## src/rtl/tag_ctrl.sv

```systemverilog
// tag_ctrl: sequencer/arbiter that owns every port of the cache tag array.
// Runs the post-reset invalidate sweep and on-demand flush sweeps, arbitrates
// refill writes against lookups, and returns a registered per-lookup result.

// Property checker for the lookup response. It is kept apart from the datapath.
module tag_ctrl_chk #(
  parameter int NUM_WAYS = 4
) (
  input logic                clk_i,
  input logic                rst_i,
  input logic                hit_i,
  input logic [NUM_WAYS-1:0] hit_way_i
);

  // Two ways holding the same valid tag for one set is a corrupted array.
  a_hit_way_onehot: assert property (@(posedge clk_i) disable iff (rst_i)
    $onehot0(hit_way_i));

  // The hit flag must agree with the way vector.
  a_hit_consistent: assert property (@(posedge clk_i) disable iff (rst_i)
    hit_i == (|hit_way_i));

endmodule

module tag_ctrl #(
  parameter int NUM_WAYS            = 4,
  parameter int NUM_BANKS           = 4,
  parameter int SETS_PER_BANK_WIDTH = 8,
  parameter int TAG_WIDTH           = 20,
  localparam int BW                 = $clog2(NUM_BANKS),
  localparam int IW                 = SETS_PER_BANK_WIDTH + BW
) (
  input  logic                           clk_i,
  input  logic                           rst_i,
  input  logic                           lkp_valid_i,
  output logic                           lkp_ready_o,
  input  logic [IW-1:0]                  lkp_index_i,
  input  logic [TAG_WIDTH-1:0]           lkp_tag_i,
  output logic                           lkp_rsp_valid_o,
  output logic                           lkp_hit_o,
  output logic [NUM_WAYS-1:0]            lkp_hit_way_o,
  output logic [NUM_WAYS-1:0]            lkp_victim_o,
  input  logic                           rfl_valid_i,
  output logic                           rfl_ready_o,
  input  logic [IW-1:0]                  rfl_index_i,
  input  logic [NUM_WAYS-1:0]            rfl_way_i,
  input  logic [TAG_WIDTH-1:0]           rfl_tag_i,
  input  logic                           flush_valid_i,
  output logic                           flush_ready_o,
  output logic                           flush_done_o,
  output logic                           busy_o,
  output logic [SETS_PER_BANK_WIDTH-1:0] ta_bank_addr_o,
  output logic [BW-1:0]                  ta_bank_sel_o,
  output logic [NUM_WAYS-1:0]            ta_we_way_o,
  output logic [TAG_WIDTH-1:0]           ta_wtag_o,
  output logic                           ta_wvalid_o,
  input  logic [NUM_WAYS*TAG_WIDTH-1:0]  ta_rtag_i,
  input  logic [NUM_WAYS-1:0]            ta_rvalid_i
);

  localparam int WW = (NUM_WAYS > 1) ? $clog2(NUM_WAYS) : 1;

  localparam logic [1:0] ST_INIT  = 2'd0;
  localparam logic [1:0] ST_IDLE  = 2'd1;
  localparam logic [1:0] ST_FLUSH = 2'd2;

  localparam logic [IW-1:0] LAST_SET = {IW{1'b1}};
  localparam logic [WW-1:0] LAST_RR  = WW'(NUM_WAYS - 1);

  logic [1:0]           r_state;
  logic [IW-1:0]        r_ctr;
  logic [WW-1:0]        r_rr;
  logic                 r_rsp_valid;
  logic                 r_hit;
  logic [NUM_WAYS-1:0]  r_hit_way;
  logic [NUM_WAYS-1:0]  r_victim;
  logic                 r_flush_done;

  logic                 w_idle;
  logic                 w_sweep;
  logic                 w_sweep_last;
  logic                 w_flush_acc;
  logic                 w_rfl_acc;
  logic                 w_lkp_acc;
  logic [IW-1:0]        w_idx;
  logic [NUM_WAYS-1:0]  w_we;
  logic [TAG_WIDTH-1:0] w_wtag;
  logic                 w_wvalid;
  logic [NUM_WAYS-1:0]  w_hit_way;
  logic [NUM_WAYS-1:0]  w_victim;
  logic                 w_found;

  assign w_idle       = (r_state == ST_IDLE);
  assign w_sweep      = (r_state == ST_INIT) || (r_state == ST_FLUSH);
  assign w_sweep_last = w_sweep && (r_ctr == LAST_SET);

  // Fixed priority in IDLE: flush beats refill beats lookup.
  assign flush_ready_o = w_idle;
  assign rfl_ready_o   = w_idle & ~flush_valid_i;
  assign lkp_ready_o   = w_idle & ~flush_valid_i & ~rfl_valid_i;

  assign w_flush_acc = flush_valid_i & flush_ready_o;
  assign w_rfl_acc   = rfl_valid_i & rfl_ready_o;
  assign w_lkp_acc   = lkp_valid_i & lkp_ready_o;

  assign busy_o          = ~w_idle;
  assign flush_done_o    = r_flush_done;
  assign lkp_rsp_valid_o = r_rsp_valid;
  assign lkp_hit_o       = r_hit;
  assign lkp_hit_way_o   = r_hit_way;
  assign lkp_victim_o    = r_victim;

  assign ta_bank_sel_o  = w_idx[BW-1:0];
  assign ta_bank_addr_o = w_idx[IW-1:BW];
  assign ta_we_way_o    = w_we;
  assign ta_wtag_o      = w_wtag;
  assign ta_wvalid_o    = w_wvalid;

  // Tag-array port mux: sweep, then granted refill, then granted lookup, else parked.
  always_comb begin
    w_idx    = {IW{1'b0}};
    w_we     = {NUM_WAYS{1'b0}};
    w_wtag   = {TAG_WIDTH{1'b0}};
    w_wvalid = 1'b0;
    if (w_sweep) begin
      w_idx = r_ctr;
      w_we  = {NUM_WAYS{1'b1}};
    end else if (w_rfl_acc) begin
      w_idx    = rfl_index_i;
      w_we     = rfl_way_i;
      w_wtag   = rfl_tag_i;
      w_wvalid = 1'b1;
    end else if (w_lkp_acc) begin
      w_idx = lkp_index_i;
    end else begin
      w_idx = {IW{1'b0}};
    end
  end

  // Tag compare per way and victim choice: lowest invalid way, else round-robin.
  always_comb begin
    w_hit_way = {NUM_WAYS{1'b0}};
    w_victim  = {NUM_WAYS{1'b0}};
    w_found   = 1'b0;
    for (int w = 0; w < NUM_WAYS; w++) begin
      w_hit_way[w] = ta_rvalid_i[w] & (ta_rtag_i[w*TAG_WIDTH +: TAG_WIDTH] == lkp_tag_i);
      if (!ta_rvalid_i[w] && !w_found) begin
        w_victim[w] = 1'b1;
        w_found     = 1'b1;
      end else begin
        w_found = w_found;
      end
    end
    if (!w_found) begin
      w_victim[r_rr] = 1'b1;
    end else begin
      w_victim = w_victim;
    end
  end

  // Sequencer state and sweep counter; a sweep lasts exactly one pass over all sets.
  always_ff @(posedge clk_i) begin
    if (rst_i) begin
      r_state <= ST_INIT;
      r_ctr   <= {IW{1'b0}};
    end else begin
      case (r_state)
        ST_INIT, ST_FLUSH: begin
          if (r_ctr == LAST_SET) begin
            r_state <= ST_IDLE;
            r_ctr   <= {IW{1'b0}};
          end else begin
            r_ctr <= r_ctr + IW'(1);
          end
        end
        ST_IDLE: begin
          if (w_flush_acc) begin
            r_state <= ST_FLUSH;
            r_ctr   <= {IW{1'b0}};
          end else begin
            r_state <= ST_IDLE;
          end
        end
        default: begin
          r_state <= ST_INIT;
          r_ctr   <= {IW{1'b0}};
        end
      endcase
    end
  end

  // Done pulse only for flush sweeps; it lands on the first IDLE cycle.
  always_ff @(posedge clk_i) begin
    if (rst_i) begin
      r_flush_done <= 1'b0;
    end else begin
      r_flush_done <= w_sweep_last && (r_state == ST_FLUSH);
    end
  end

  // Round-robin replacement pointer, stepped by every accepted refill.
  always_ff @(posedge clk_i) begin
    if (rst_i) begin
      r_rr <= {WW{1'b0}};
    end else if (w_rfl_acc) begin
      r_rr <= (r_rr == LAST_RR) ? {WW{1'b0}} : r_rr + WW'(1);
    end else begin
      r_rr <= r_rr;
    end
  end

  // Lookup response registers; all fields read zero when no response is presented.
  always_ff @(posedge clk_i) begin
    if (rst_i) begin
      r_rsp_valid <= 1'b0;
      r_hit       <= 1'b0;
      r_hit_way   <= {NUM_WAYS{1'b0}};
      r_victim    <= {NUM_WAYS{1'b0}};
    end else if (w_lkp_acc) begin
      r_rsp_valid <= 1'b1;
      r_hit       <= |w_hit_way;
      r_hit_way   <= w_hit_way;
      r_victim    <= w_victim;
    end else begin
      r_rsp_valid <= 1'b0;
      r_hit       <= 1'b0;
      r_hit_way   <= {NUM_WAYS{1'b0}};
      r_victim    <= {NUM_WAYS{1'b0}};
    end
  end

  tag_ctrl_chk #(.NUM_WAYS(NUM_WAYS)) u_chk (
    .clk_i     (clk_i),
    .rst_i     (rst_i),
    .hit_i     (r_hit),
    .hit_way_i (r_hit_way)
  );

endmodule

```

## config.mk

```make
export PLATFORM = sky130hd
export DESIGN_NAME = tag_ctrl
export DESIGN_NICKNAME = d
export VERILOG_FILES = /design/src/rtl/tag_ctrl.sv
export SDC_FILE = /design/constraint.sdc
export NUM_CORES = 1
export LEC_CHECK = 0
export ABC_CLOCK_PERIOD_IN_PS = 1900
export CORE_AREA = 2 2 79 81
export CTS_CLUSTER_SIZE = 8
export DETAILED_ROUTE_END_ITERATION = 8
export DIE_AREA = 0 0 81 83
export DONT_BUFFER_PORTS = 1
export SLEW_MARGIN = 20
export SYNTH_ARGS = -nofsm -noshare
export SYNTH_HDL_FRONTEND = slang
export SYNTH_SLANG_ARGS = --single-unit
```

## constraint.sdc

```tcl
create_clock -name clk_i -period 1.9 [get_ports clk_i]
set_input_delay 0.285 -clock clk_i [delete_from_list [all_inputs] [get_ports clk_i]]
set_output_delay 0.285 -clock clk_i [all_outputs]
set_load 0.05 [all_outputs]
```

======== Yosys cells after proc, flatten, opt, wreduce, memory -nomap -nowiden ========
Index checks and enable logic that the tools add are counted.
word-level totals
  register bits after elaboration ......... 25
  word-level logic and storage cells ...... 79
cells by class
  $add $sub $neg .......................... 2
  order comparisons ....................... 2
  equality and inequality tests ........... 10
  multiplexer cells ....................... 27
  bitwise gates (word level) .............. 14
  reductions and logical operators ........ 16
operator list
  cell                                                 number
  equality test 20 bit                                 4
  2-to-1 mux 10 bit                                    5
  2-to-1 mux 20 bit                                    2
  case mux 10 bit (2 select lines)                     1
  2-to-1 mux 4 bit                                     3
  2-to-1 mux 1 bit                                     11
  adder 10 x 1 -> 10 bit, second input constant        1
  equality test 10 bit, second input constant          1
  AND 1 bit                                            9
  logical AND 1 bit                                    6
  2-to-1 mux 2 bit                                     3
  logical NOT 1 bit                                    5
  equality test 2 bit, second input constant           2
  inverter 1 bit                                       4
  OR 4 bit                                             1
  case mux 2 bit (2 select lines)                      1
  OR reduction 2 bit                                   2
  OR reduction 4 bit                                   1
  < comparator 2 x 3 -> 1 bit, second input constant   1
  adder 2 x 1 -> 2 bit, second input constant          1
  demux 1 bit (select 2 bit)                           1
  equality test 2 x 1 -> 1 bit, second input constant  1
  >= comparator 2 x 1 -> 1 bit, second input constant  1
  logical NOT 2 bit                                    1
  other kinds (3)                                      3

======== Depth between registers and ports, before layout ========
  word-level depth ........................ 11
  gate-level depth with buffers ........... 9
  mapped depth without buffers ............ 6

======== Worst setup path before layout ========
Ideal clock, no wire load.
  kind .................................... reg-to-output
  start ................................... register r_state[0]
  end ..................................... output ta_bank_addr_o[5]
  arrival time ............................ 2.275 ns
  required time ........................... 1.615 ns
  setup slack ............................. -0.660 ns
  stages on the path, launching flop included .. 9
  buffers on the path ..................... 3
  cells stage by stage .................... dfxtp_1 > buf_4 > or3b_4 > inv_1 > and2_1 > buf_2 > buf_2 > a22oi_1 > o21ai_0
on the way
  word-level cells in the longest chain between the ends .. 7
ends and longest elaborated chain
  what                          line     source
  from (decl)                   70       logic [1:0] r_state;
  from (signal assigned)        164      r_state <= ST_INIT;
  from (signal assigned)        170      r_state <= ST_IDLE;
  from (signal assigned)        178      r_state <= ST_FLUSH;
  equality test 2 x 1 -> 1 bit  93       assign w_idle = (r_state == ST_IDLE);
  AND 1 bit                     99, 100
  AND 1 bit                     100      assign lkp_ready_o = w_idle & ~flush_valid_i & ~rfl_valid_i;
  AND 1 bit                     104      assign w_lkp_acc = lkp_valid_i & lkp_ready_o;
  2-to-1 mux 10 bit             133      end else if (w_lkp_acc) begin
  2-to-1 mux 10 bit             128      end else if (w_rfl_acc) begin
  2-to-1 mux 10 bit (*)         125      if (w_sweep) begin
  to (decl)                     52       output logic [SETS_PER_BANK_WIDTH-1:0] ta_bank_addr_o,
Mark *: on every way between the ends. The rest lies on a longest branch, timed or not.

======== Final worst setup path ========
  start ................................... register r_state[0]
  end ..................................... output ta_bank_addr_o[6]
Same word-level chain as after synthesis.

==> impl_metrics.ini <==
[status]
outcome = complete, but fails checks
violations_in_the_final_reports = negative setup slack

[logic_synthesis]
synth_flop_cell = sky130_fd_sc_hd__dfxtp_1
yosysUniqueCellTypes = 34
synth-edff-count = 0
synth.most_common_cell = sky130_fd_sc_hd__xor2_1
ys_top_cells_by_count = 62 x sky130_fd_sc_hd__xor2_1, 26 x sky130_fd_sc_hd__xnor2_1, 25 x sky130_fd_sc_hd__dfxtp_1
syn_area_per_cell_um2 = 8.00
syn-num-nets = 442
synth.cell_area_um2 = 2270
yosys_register_bits = 25
synth_top_area_share_pct = 23.9
post-synth-top-area-cell = sky130_fd_sc_hd__xor2_1
ys_warn_count = 0
post_synth_arst_share_pct = 0
netlist_top_cells_area = sky130_fd_sc_hd__xor2_1 24%, sky130_fd_sc_hd__dfxtp_1 22%, sky130_fd_sc_hd__xnor2_1 10%
sequential_fraction_of_the_synthesis_area_pct = 22.0
syn_inst = 284

[routing]
drt_pass1_iterations = 4
detail_route.iter0.violations = 73
drc = 0
detail-route-antenna-nets = 0
drt-vias-per-instance = 5.52
average_routed_wire_per_standard_cell_um = 19.3
postRouteWirelength_mm = 7.44
vias = 2124

[worst_setup_path]
element_type_at_the_critical_path_start = flop
cp.required_ns = 1.62
critical-path-slowest-cell = sky130_fd_sc_hd__a221o_2
slowest_stage_delay_on_critical_path_ns = 0.38
critical_path_class = flop to output pin
worstRegToRegCells = 7
timing.critical_path.to_type = output pin
crit_chain = or3b_4 > inv_4 > and2_4 > buf_12 > a221o_2 > buf_12
worst_r2r_start = r_state[0]
worstSetupStartpoint = r_state[0]
crit_path_frequent_cell = sky130_fd_sc_hd__buf_12
worst_ep_arrival_time_ns = 1.75
path_max_fanout = 7

[sta]
max_slew.worst_pin.slew_ns = 0.497
final.setup_skew_ns = 0.00229
max_slew_margin_pct = 66.8
finalCritPeriodShare_pct = 107
final-hold-violation-count = 0
slew_viol_final = 0
finalCriticalPeriod_ns = 2.03
rsz_0062_raised_after_global_routing = true
maxClockFrequency_ghz = 0.492
fin_ws_ns = -0.131
setup-violations-final = 34

[layout]
diodes = 0
drive_gt1_share_pct = 27.1
fin_cells = 385
finish.utilization_pct = 54.6
nNetsFinal = 469
area.growth.synth_to_final_pct = 39.8

[clocking]
tritoncts_clock_tree = done
clk_root_buffer_cell = sky130_fd_sc_hd__clkbuf_8
clock-sinks = 25
htree_num_levels = 1
worst_setup_hold_path_clk_slew_ns = 0.08
worstSkewPairLatency_ns = 0.26
cts_buffer_depth = 2
tritoncts.num_buffers = 3

[placement]
cell_count_post_placement = 375
buffer_ports.inserted = 0
place_hpwl_mm = 6.03
gp_congestion = 0.846

[floorplan]
floorplan.io_pins = 203
fp.dieW_um = 81
die_outline_area_um2 = 6720
fp-row-count = 28
fp.coreArea_um2 = 5820
die_y_um = 83
start_util_pct = 39.1

[global_route]
grt_first_pass_wirelength_mm = 11.1
via_count_of_the_first_global_routing_pass = 2231
grt_remaining_overflow = 0
globalRouteMet3Util_pct = 3.04
global_route.peak_usage_layer = met2
antenna_found_initial = 0
global_route.usage.met1_pct = 23.0
grtUsageMet2_pct = 39.6
pin_count_of_the_biggest_net_entering_global_routing = 25
overall_track_demand_over_capacity_in_global_routing_pct = 21.1

[power]
clock_power_share_pct = 28.3
peakVddDrop_mv = 0.269
p_total_uw = 1080
power.share.switching_pct = 25.3
static-leakage-power_uw = 0.00117
power.density_nw_per_um2 = 340
pwr-share-seq_pct = 49.7
power.combinational.fraction_pct = 22.0
sw_power_uw = 273
internal_pwr_total_uw = 808

[flow_run]
cap_viol_max_count = 0

[hold_path]
hold_crit_depth = 1
hold_start = rst_i
hold_path_class = input pin to flop
==> layer usage <==
layer / up-vias / routed length, um / part of all wire (%)
met3: 18 / 554 / 7.4
li1: 1027 / - / -
met5: - / 0 / 0
met1: 957 / 2550 / 34
met2: 122 / 4110 / 55
met4: 0 / 225 / 3.0
==> cell usage in the layout, fill, tap and decap left out, types with 2 or more instances in the layout <==
master | netlist | layout
sky130_fd_sc_hd__a22oi_1 | 10 | 6
sky130_fd_sc_hd__buf_12 | 0 | 17
sky130_fd_sc_hd__a21oi_1 | 6 | 6
sky130_fd_sc_hd__nor4_1 | 12 | 12
sky130_fd_sc_hd__nor4_4 | 1 | 2
sky130_fd_sc_hd__and3_1 | 21 | 9
sky130_fd_sc_hd__and3_2 | 0 | 2
sky130_fd_sc_hd__xor2_1 | 62 | 62
sky130_fd_sc_hd__a22oi_2 | 0 | 4
sky130_fd_sc_hd__nor4_2 | 3 | 2
sky130_fd_sc_hd__nand2_8 | 0 | 8
sky130_fd_sc_hd__nand3_1 | 8 | 7
sky130_fd_sc_hd__and3_4 | 0 | 10
sky130_fd_sc_hd__clkbuf_8 | 0 | 3
sky130_fd_sc_hd__nand2_1 | 24 | 16
sky130_fd_sc_hd__ha_1 | 5 | 5
sky130_fd_sc_hd__and4_1 | 3 | 3
sky130_fd_sc_hd__dfxtp_1 | 25 | 24
sky130_fd_sc_hd__o21ai_2 | 0 | 3
sky130_fd_sc_hd__nor3_1 | 4 | 4
sky130_fd_sc_hd__o21ai_4 | 0 | 6
sky130_fd_sc_hd__buf_4 | 1 | 9
sky130_fd_sc_hd__nand4_1 | 8 | 8
sky130_fd_sc_hd__nor2_1 | 18 | 17
sky130_fd_sc_hd__inv_1 | 14 | 13
sky130_fd_sc_hd__xnor2_1 | 26 | 26
sky130_fd_sc_hd__buf_6 | 0 | 4
==> cells by family (layout without fill, tap and decap cells) <==
logic type | count (synthesis) | count (layout) | share of synthesized area [%]
flip-flops | 25 | 25 | 22.0
AND/OR/NAND/NOR | 111 | 111 | 28.5
XOR/XNOR | 88 | 88 | 33.9
adder cells (fa/ha/maj) | 5 | 5 | 2.75
AO/OA/AOI/OAI | 31 | 31 | 8.54
buffers and inverters | 24 | 50 | 4.29
==> sequential cells by signal, summed over array words and instances (netlist names) <==
register	cells
r_state	2
lkp_rsp_valid_o	1
lkp_hit_o	1
lkp_victim_o	4
flush_done_o	1
lkp_hit_way_o	4
r_rr	2
r_ctr	10
==> stage by stage <==
step                      area [um^2]  setup slack (ns)  hold slack [ns]  TNS, ns
after CTS                        3090           -0.0983           0.0731    -2.07
after floorplan                  2440           -0.0514            0.377   -0.405
after global routing             3180            -0.198           0.0674    -4.78
final                            3180            -0.131           0.0789    -1.74
after detailed placement         2850            0.0441            0.357        0
after global placement           2850            0.0629            0.354        0
==> worst max-delay path, delay by kind of cell (launching register included) <==
kind	cells	cell delay, ns
buffers and inverters	3	0.34
AND/OR/NAND/NOR	2	0.44
flip-flops	1	0.32
AO/OA/AOI/OAI	1	0.38
==> what timing repair did <==
action	4_1_cts	5_1_grt
pin swaps	7	4
gates cloned	1	0
resized for setup	31	14
endpoints found under the setup margin	35	43
hold buffers	0	0
setup buffers	4	1
==> final timing paths <==
kind                       end  slack (ns)
min reg2reg           r_ctr[8]        0.49
max reg2reg          lkp_hit_o        0.03
max          ta_bank_addr_o[6]       -0.13
min                 r_state[0]        0.08
==> power groups by stage <==
stage               Sequential (uW)  Clock [uW]  Combinational, uW
floorplan                       548           0                188
global placement                549           0                233
detailed placement              550           0                237
CTS                             537         317                239
global route                    538         342                263
finish                          538         306                238
==> final cells by class <==
| type | count | area, um^2 |
|---|---|---|
| clock inverter | 1 | 5.00 |
| inverter | 14 | 55.1 |
| clock buffer | 3 | 41.3 |
| sequential | 25 | 502 |
| timing repair buffer | 32 | 495 |
| tap | 75 | 93.8 |
| multi-input combinational | 235 | 1980 |
| fill | 518 | 2640 |
Note: power is estimated with default switching activity, not from simulation.
